### src/rtl/serial_pkg.sv
// Shared types and line levels for the serial deserializer slice.
package serial_pkg;

    typedef enum logic [1:0] {
        IDLE   = 2'd0,
        DATA   = 2'd1,
        PARITY = 2'd2,
        STOP   = 2'd3
    } state_e;

    localparam logic IDLE_LEVEL  = 1'b1;
    localparam logic START_LEVEL = 1'b0;
    localparam logic STOP_LEVEL  = 1'b1;

endpackage

### src/rtl/serial_shift_reg.sv
// Right-shift register: new serial bit enters at the MSB, so an LSB-first
// stream lands in natural bit order after WIDTH shifts. Falling-edge clocked.
module serial_shift_reg
    import serial_pkg::*;
#(
    parameter int WIDTH = 8
) (
    input  logic             clock,
    input  logic             clear,
    input  logic             shift_en,
    input  logic             d,
    output logic [WIDTH-1:0] q
);

    logic [WIDTH-1:0] sr_q;
    logic [WIDTH-1:0] sr_d;

    // Next-state selection: clear, shift in, or hold.
    always_comb begin
        sr_d = sr_q;
        if (clear) begin
            sr_d = '0;
        end else if (shift_en) begin
            sr_d = {d, sr_q[WIDTH-1:1]};
        end else begin
            sr_d = sr_q;
        end
    end

    // State register.
    always_ff @(negedge clock) begin
        sr_q <= sr_d;
    end

    assign q = sr_q;

endmodule

### src/rtl/serial_deserializer.sv
// Start/data/stop framing receiver with a one-word valid/ready holding register.
// Optional even parity check enabled by defining SERIAL_DESERIALIZER_PARITY_EN.
module serial_deserializer
    import serial_pkg::*;
#(
    parameter int WIDTH = 8
) (
    input  logic             clock,
    input  logic             clear,
    input  logic             d,
    input  logic             ready,
    output logic [WIDTH-1:0] q,
    output logic             valid,
    output logic             frame_error,
    output logic             parity_error,
    output logic             overrun
);

    localparam int CNT_W = $clog2(WIDTH + 1);
    localparam logic [CNT_W-1:0] LAST_BIT = CNT_W'(WIDTH - 1);

    state_e           state_q, state_d;
    logic [CNT_W-1:0] cnt_q, cnt_d;
    logic [WIDTH-1:0] word_s;
    logic [WIDTH-1:0] hold_q, hold_d;
    logic             valid_q, valid_d;
    logic             ferr_q, ferr_d;
    logic             ovr_q, ovr_d;
    logic             shift_en_s;
    logic             complete_s;
`ifdef SERIAL_DESERIALIZER_PARITY_EN
    logic             par_q, par_d;
    logic             pmis_q, pmis_d;
    logic             perr_q, perr_d;
`endif

    serial_shift_reg #(.WIDTH(WIDTH)) u_shift (
        .clock    (clock),
        .clear    (clear),
        .shift_en (shift_en_s),
        .d        (d),
        .q        (word_s)
    );

    // Framing FSM, bit counter and parity accumulator.
    always_comb begin
        state_d    = state_q;
        cnt_d      = cnt_q;
        shift_en_s = 1'b0;
        complete_s = 1'b0;
        ferr_d     = 1'b0;
`ifdef SERIAL_DESERIALIZER_PARITY_EN
        par_d      = par_q;
        pmis_d     = pmis_q;
        perr_d     = 1'b0;
`endif
        case (state_q)
            IDLE: begin
                if (d == START_LEVEL) begin
                    state_d = DATA;
                    cnt_d   = '0;
`ifdef SERIAL_DESERIALIZER_PARITY_EN
                    par_d   = 1'b0;
                    pmis_d  = 1'b0;
`endif
                end else begin
                    state_d = IDLE;
                end
            end
            DATA: begin
                shift_en_s = 1'b1;
                cnt_d      = cnt_q + CNT_W'(1);
`ifdef SERIAL_DESERIALIZER_PARITY_EN
                par_d      = par_q ^ d;
`endif
                if (cnt_q == LAST_BIT) begin
`ifdef SERIAL_DESERIALIZER_PARITY_EN
                    state_d = PARITY;
`else
                    state_d = STOP;
`endif
                end else begin
                    state_d = DATA;
                end
            end
            PARITY: begin
`ifdef SERIAL_DESERIALIZER_PARITY_EN
                pmis_d  = par_q ^ d;
`endif
                state_d = STOP;
            end
            STOP: begin
                state_d = IDLE;
                // A bad stop bit outranks a parity mismatch in the same frame.
                if (d != STOP_LEVEL) begin
                    ferr_d = 1'b1;
`ifdef SERIAL_DESERIALIZER_PARITY_EN
                end else if (pmis_q) begin
                    perr_d = 1'b1;
`endif
                end else begin
                    complete_s = 1'b1;
                end
            end
            default: begin
                state_d = IDLE;
            end
        endcase
    end

    // Holding register: load on completion if free or freed this edge, else drop.
    always_comb begin
        hold_d  = hold_q;
        valid_d = valid_q;
        ovr_d   = 1'b0;
        if (complete_s) begin
            if (!valid_q || ready) begin
                hold_d  = word_s;
                valid_d = 1'b1;
            end else begin
                ovr_d   = 1'b1;
            end
        end else if (valid_q && ready) begin
            valid_d = 1'b0;
        end else begin
            valid_d = valid_q;
        end
    end

    // State registers with synchronous clear.
    always_ff @(negedge clock) begin
        if (clear) begin
            state_q <= IDLE;
            cnt_q   <= '0;
            hold_q  <= '0;
            valid_q <= 1'b0;
            ferr_q  <= 1'b0;
            ovr_q   <= 1'b0;
`ifdef SERIAL_DESERIALIZER_PARITY_EN
            par_q   <= 1'b0;
            pmis_q  <= 1'b0;
            perr_q  <= 1'b0;
`endif
        end else begin
            state_q <= state_d;
            cnt_q   <= cnt_d;
            hold_q  <= hold_d;
            valid_q <= valid_d;
            ferr_q  <= ferr_d;
            ovr_q   <= ovr_d;
`ifdef SERIAL_DESERIALIZER_PARITY_EN
            par_q   <= par_d;
            pmis_q  <= pmis_d;
            perr_q  <= perr_d;
`endif
        end
    end

    assign q           = hold_q;
    assign valid       = valid_q;
    assign frame_error = ferr_q;
    assign overrun     = ovr_q;
`ifdef SERIAL_DESERIALIZER_PARITY_EN
    assign parity_error = perr_q;
`else
    assign parity_error = 1'b0;
`endif

endmodule

### config.mk
export PLATFORM = sky130hd
export DESIGN_NAME = serial_deserializer
export DESIGN_NICKNAME = d
export VERILOG_FILES = /design/src/rtl/serial_pkg.sv /design/src/rtl/serial_shift_reg.sv /design/src/rtl/serial_deserializer.sv
export SDC_FILE = /design/constraint.sdc
export NUM_CORES = 1
export LEC_CHECK = 0
export ABC_AREA = 1
export CAP_MARGIN = 20
export CORE_MARGIN = 2
export CORE_UTILIZATION = 46
export DETAILED_ROUTE_END_ITERATION = 8
export PLACE_DENSITY = 0.76
export SKIP_CTS_REPAIR_TIMING = 1
export SYNTH_ARGS = -nofsm -noshare
export SYNTH_HDL_FRONTEND = slang
export SYNTH_SLANG_ARGS = --single-unit
### constraint.sdc
create_clock -name clock -period 1.18 [get_ports clock]
set_clock_uncertainty 0.1 [all_clocks]
set_input_delay 0.236 -clock clock [delete_from_list [all_inputs] [get_ports clock]]
set_output_delay 0.236 -clock clock [all_outputs]
set_load 0.05 [all_outputs]
==> results_dict.tcl, run 1 <==
set metrics [dict create \
    syn_area_per_cell_sq_um 7.90 \
    ios 16 \
    cts_buffers 3 \
    port_buffers 14 \
    error "[ERROR DPL-0033] detailed placement checks failed during check placement." \
    dp_hpwl_microns 1810 \
    synth_fp_nets 135 \
    ys_seq_area_share_pct 49.9 \
    haltStage "global routing" \
    die_height_microns 50.7 \
    outcome "aborted with a tool error" \
    initial_core_util_pct 50.1 \
    worstEpCategory "primary output" \
    synthTopCellsByArea "dfxtp_1 (50%), nor2_1 (13%), o21ai_0 (7.5%), ha_1 (5.0%), a21oi_1 (3.5%)" \
    htreeDepth 1 \
    numClockSinks 25 \
    synthCells 127 \
    cts_max_path_buffers 2 \
    place.gp.congestion 0.740 \
    num_rows 16 \
    grt_antenna_before_repair 0 \
    worst_endpoint "q[2]" \
    synth_seq_cells 25 \
    pre_cts_slack_ps -1020 \
    root_buffer "clkbuf_4" \
    synth_area_sq_um 1000 \
    synth_top_area_cell "dfxtp_1" \
    yosysTopAreaCellShare_pct 49.9 \
    synth.distinct_cells 20 \
    grt_max_degree 19 \
    die_w_microns 50.7 \
    yosysWarningCount 0 \
]
per-stage QoR:
stage / hold WS [ps] / std cells / util [%] / TNS (ps) / area [sq um]
after detailed placement: 387 / 179 / 76.3 / -22770 / 1530
after global placement: 377 / 179 / 76.3 / -21970 / 1530
after floorplan: 360 / 127 / - / -4520 / 1150
after CTS: 404 / 207 / 82.3 / -17250 / 1650
cells by family after synthesis:
group                    share of synthesized area (%)
adder cells (fa/ha/maj)                           4.99
buffers and inverters                             7.98
other                                            0.374
AND/OR/NAND/NOR                                   23.2
AO/OA/AOI/OAI                                     13.6
flip-flops                                        49.9
Yosys cell counts (all sizes together):
library cell / count
ha: 4
nor2: 36
buf: 3
dfxtp: 25
conb: 1
inv: 12
nand3: 4
o21ai: 17
a211oi: 1
nand4: 1
nand2: 13
a21oi: 8
clkinv: 1
nor3: 1
==> run 2: changes to the inputs <==
--- a/config.mk
+++ b/config.mk
@@ -7,10 +7,10 @@
 export LEC_CHECK = 0
 export ABC_AREA = 1
 export CAP_MARGIN = 20
-export CORE_MARGIN = 2
-export CORE_UTILIZATION = 46
+export CORE_AREA = 2 2 63 65
 export DETAILED_ROUTE_END_ITERATION = 8
-export PLACE_DENSITY = 0.76
+export DIE_AREA = 0 0 65 67
+export PLACE_DENSITY_LB_ADDON = 0.15
 export SKIP_CTS_REPAIR_TIMING = 1
 export SYNTH_ARGS = -nofsm -noshare
 export SYNTH_HDL_FRONTEND = slang
==> constraint.sdc (replaced) <==
create_clock -name clock -period 1.53 [get_ports clock]
set_clock_uncertainty 0.1 [all_clocks]
set_input_delay 0.306 -clock clock [delete_from_list [all_inputs] [get_ports clock]]
set_output_delay 0.306 -clock clock [all_outputs]
set_load 0.05 [all_outputs]
==> run 2 against run 1 <==
Net effect: the flow now finishes, with violations (negative setup slack); synthesized cell count stayed put; synthesized area is the same.
==> results_dict.tcl, run 2 <==
set metrics [dict create \
    die-area_sq_um 4360 \
    htreeDepth 1 \
    yosysWarningCount 0 \
    r2r_setup_slack_ps 170 \
    synth_flop_cell "dfxtp_1" \
    nets 186 \
    clk_latency_ps 350 \
    slowest_delay_ps 360 \
    drc_errors 0 \
    rsz0062_at_grt "yes" \
    clk_pin_slew_worst_paths_ps 30 \
    maxCapViolations 0 \
    stdcell_area_sq_um 1700 \
    initial_core_util_pct 27.8 \
    cts_max_path_buffers 2 \
    synthCells 127 \
    ys_top_cells_by_count "nor2_1 (36), dfxtp_1 (25), o21ai_0 (15), nand2_1 (8)" \
    synth.distinct_cells 20 \
    first_iter_violations 35 \
    yosysTopAreaCellShare_pct 49.9 \
    avgViaCountPerCell 4.36 \
    vdd_drop_max_mv 0.393 \
    grt_max_degree 19 \
    synth_top_area_cell "dfxtp_1" \
    wl_per_cell_microns 9.60 \
    port_buffers 14 \
    worstPathCellList "buf_12" \
    dp_hpwl_microns 1420 \
    ant_nets 0 \
    worst_path_max_delay_cell "dfxtp_4" \
    grt_first_pass_wirelength_microns 3700 \
    die_height_microns 67 \
    cts_buffers 3 \
    globalRouteOverflowTotal 0 \
    grt.total_usage_pct 10.8 \
    multi_input_area_sq_um 541 \
    fp.coreArea_sq_um 3610 \
    synthTopCellsByArea "dfxtp_1 (50%), nor2_1 (13%), o21ai_0 (7.5%), ha_1 (5.0%), a21oi_1 (3.5%)" \
    synth_seq_cells 25 \
    path_buf_inv 1 \
    p_total_mw 1.62 \
    power_density_nw_per_um2 954 \
    ys_seq_area_share_pct 49.9 \
    num_rows 22 \
    finalSetupViolCount 12 \
    hold_viol 0 \
    seqCellArea_sq_um 539 \
    outcome "finished with violations" \
    cp_max_fo 2 \
    layout_common_cells "inv_1 (30), nor2_1 (30), dfxtp_1 (14)" \
    hold_path_class "flop to flop" \
    yosysMostFrequentCell "nor2_1" \
    grt_antenna_before_repair 0 \
    die_w_microns 65 \
    p_leak_nw 0.781 \
    vias 981 \
    violations "negative setup slack" \
    place.gp.congestion 0.739 \
    synth-edff-count 0 \
    diodes 0 \
    postRouteWirelength_microns 2160 \
    place_area_sq_um 1460 \
    timing.hold.ws_ps 394 \
    layout_setup_ws_ps -481 \
    cp_top_family "flip-flops" \
    root_buffer "clkbuf_8" \
    crit_required_ps 1120 \
    cts_tree "done" \
    first_global_vias 982 \
    crit_path_end_kind "output port" \
    ios 16 \
    numClockSinks 25 \
    area_growth_syn_to_layout_pct 69.1 \
    critical_path_class "flop to output port" \
    critPathArrivalTime_ps 1600 \
    async_flop_share_pct 0 \
    layout-drive-gt1-share_pct 37.9 \
    syn_area_per_cell_sq_um 7.90 \
    start_kind "flop" \
    drv_slew 0 \
    fillers 359 \
    dr.pass1.iters 4 \
    synth_area_sq_um 1000 \
    synth_fp_nets 135 \
]
## run 2: cell counts after synthesis
No cell type changed its count.
## run 2: metrics by stage
step / setup slack (ps) / TNS, ps / utilization [%] / std cells
floorplan: -111 / -1660 / - / 127
global placement: -826 / -17940 / 40.6 / 193
detailed placement: -848 / -18330 / 40.6 / 193
CTS: -528 / -13390 / 44.5 / 221
global route: -516 / -5560 / 47.1 / 225
finish: -481 / -5120 / 47.1 / 225
## run 2: layout make-up
cell class	count	area share, %
Multi-Input combinational cell	87	31.9
Tap cell	48	3.54
Sequential cell	25	31.8
Clock buffer	3	2.43
Timing Repair Buffer	23	18.4
Inverter	12	5.60
Clock inverter	26	6.05
Timing Repair inverter	1	0.369
## run 2: metal layers
layer	routed length, microns	vias to the layer above	share of wire (%)	global-route usage, %
li1	-	508	-	-
met1	897	446	42	10.8
met2	1090	22	51	17.0
met3	113	5	5.2	3.89
met4	55	0	2.5	10.9
met5	0	-	0	0
## run 2: cells by family after synthesis
| kind of cell | share of synthesized area (%) |
|---|---|
| buf+inv | 7.98 |
| flops | 49.9 |
| compound gates | 13.6 |
| other cells | 0.374 |
| simple gates | 23.2 |
| fa+ha+maj | 4.99 |
## run 2: report_power, final
| group | switching (mW) | internal (mW) | total (mW) |
|---|---|---|---|
| Combinational | 0.151 | 0.0974 | 0.248 |
| Clock | 0.382 | 0.273 | 0.655 |
| Sequential | 0.0335 | 0.682 | 0.715 |
| Total | 0.566 | 1.05 | 1.62 |
## run 2: path summary, 6_finish.rpt
check / start / to / cells after the start
max reg2reg: state_q[0]$_SDFF_NP0_ / cnt_q[3]$_SDFFE_NP0P_ / 8
max: q[4]$_SDFFE_NP0P_ / q[4] / 1
min: q[3]$_SDFFE_NP0P_ / q[3]$_SDFFE_NP0P_ / 2
min reg2reg: q[3]$_SDFFE_NP0P_ / q[3]$_SDFFE_NP0P_ / 2
(Power assumes the default switching activity.)
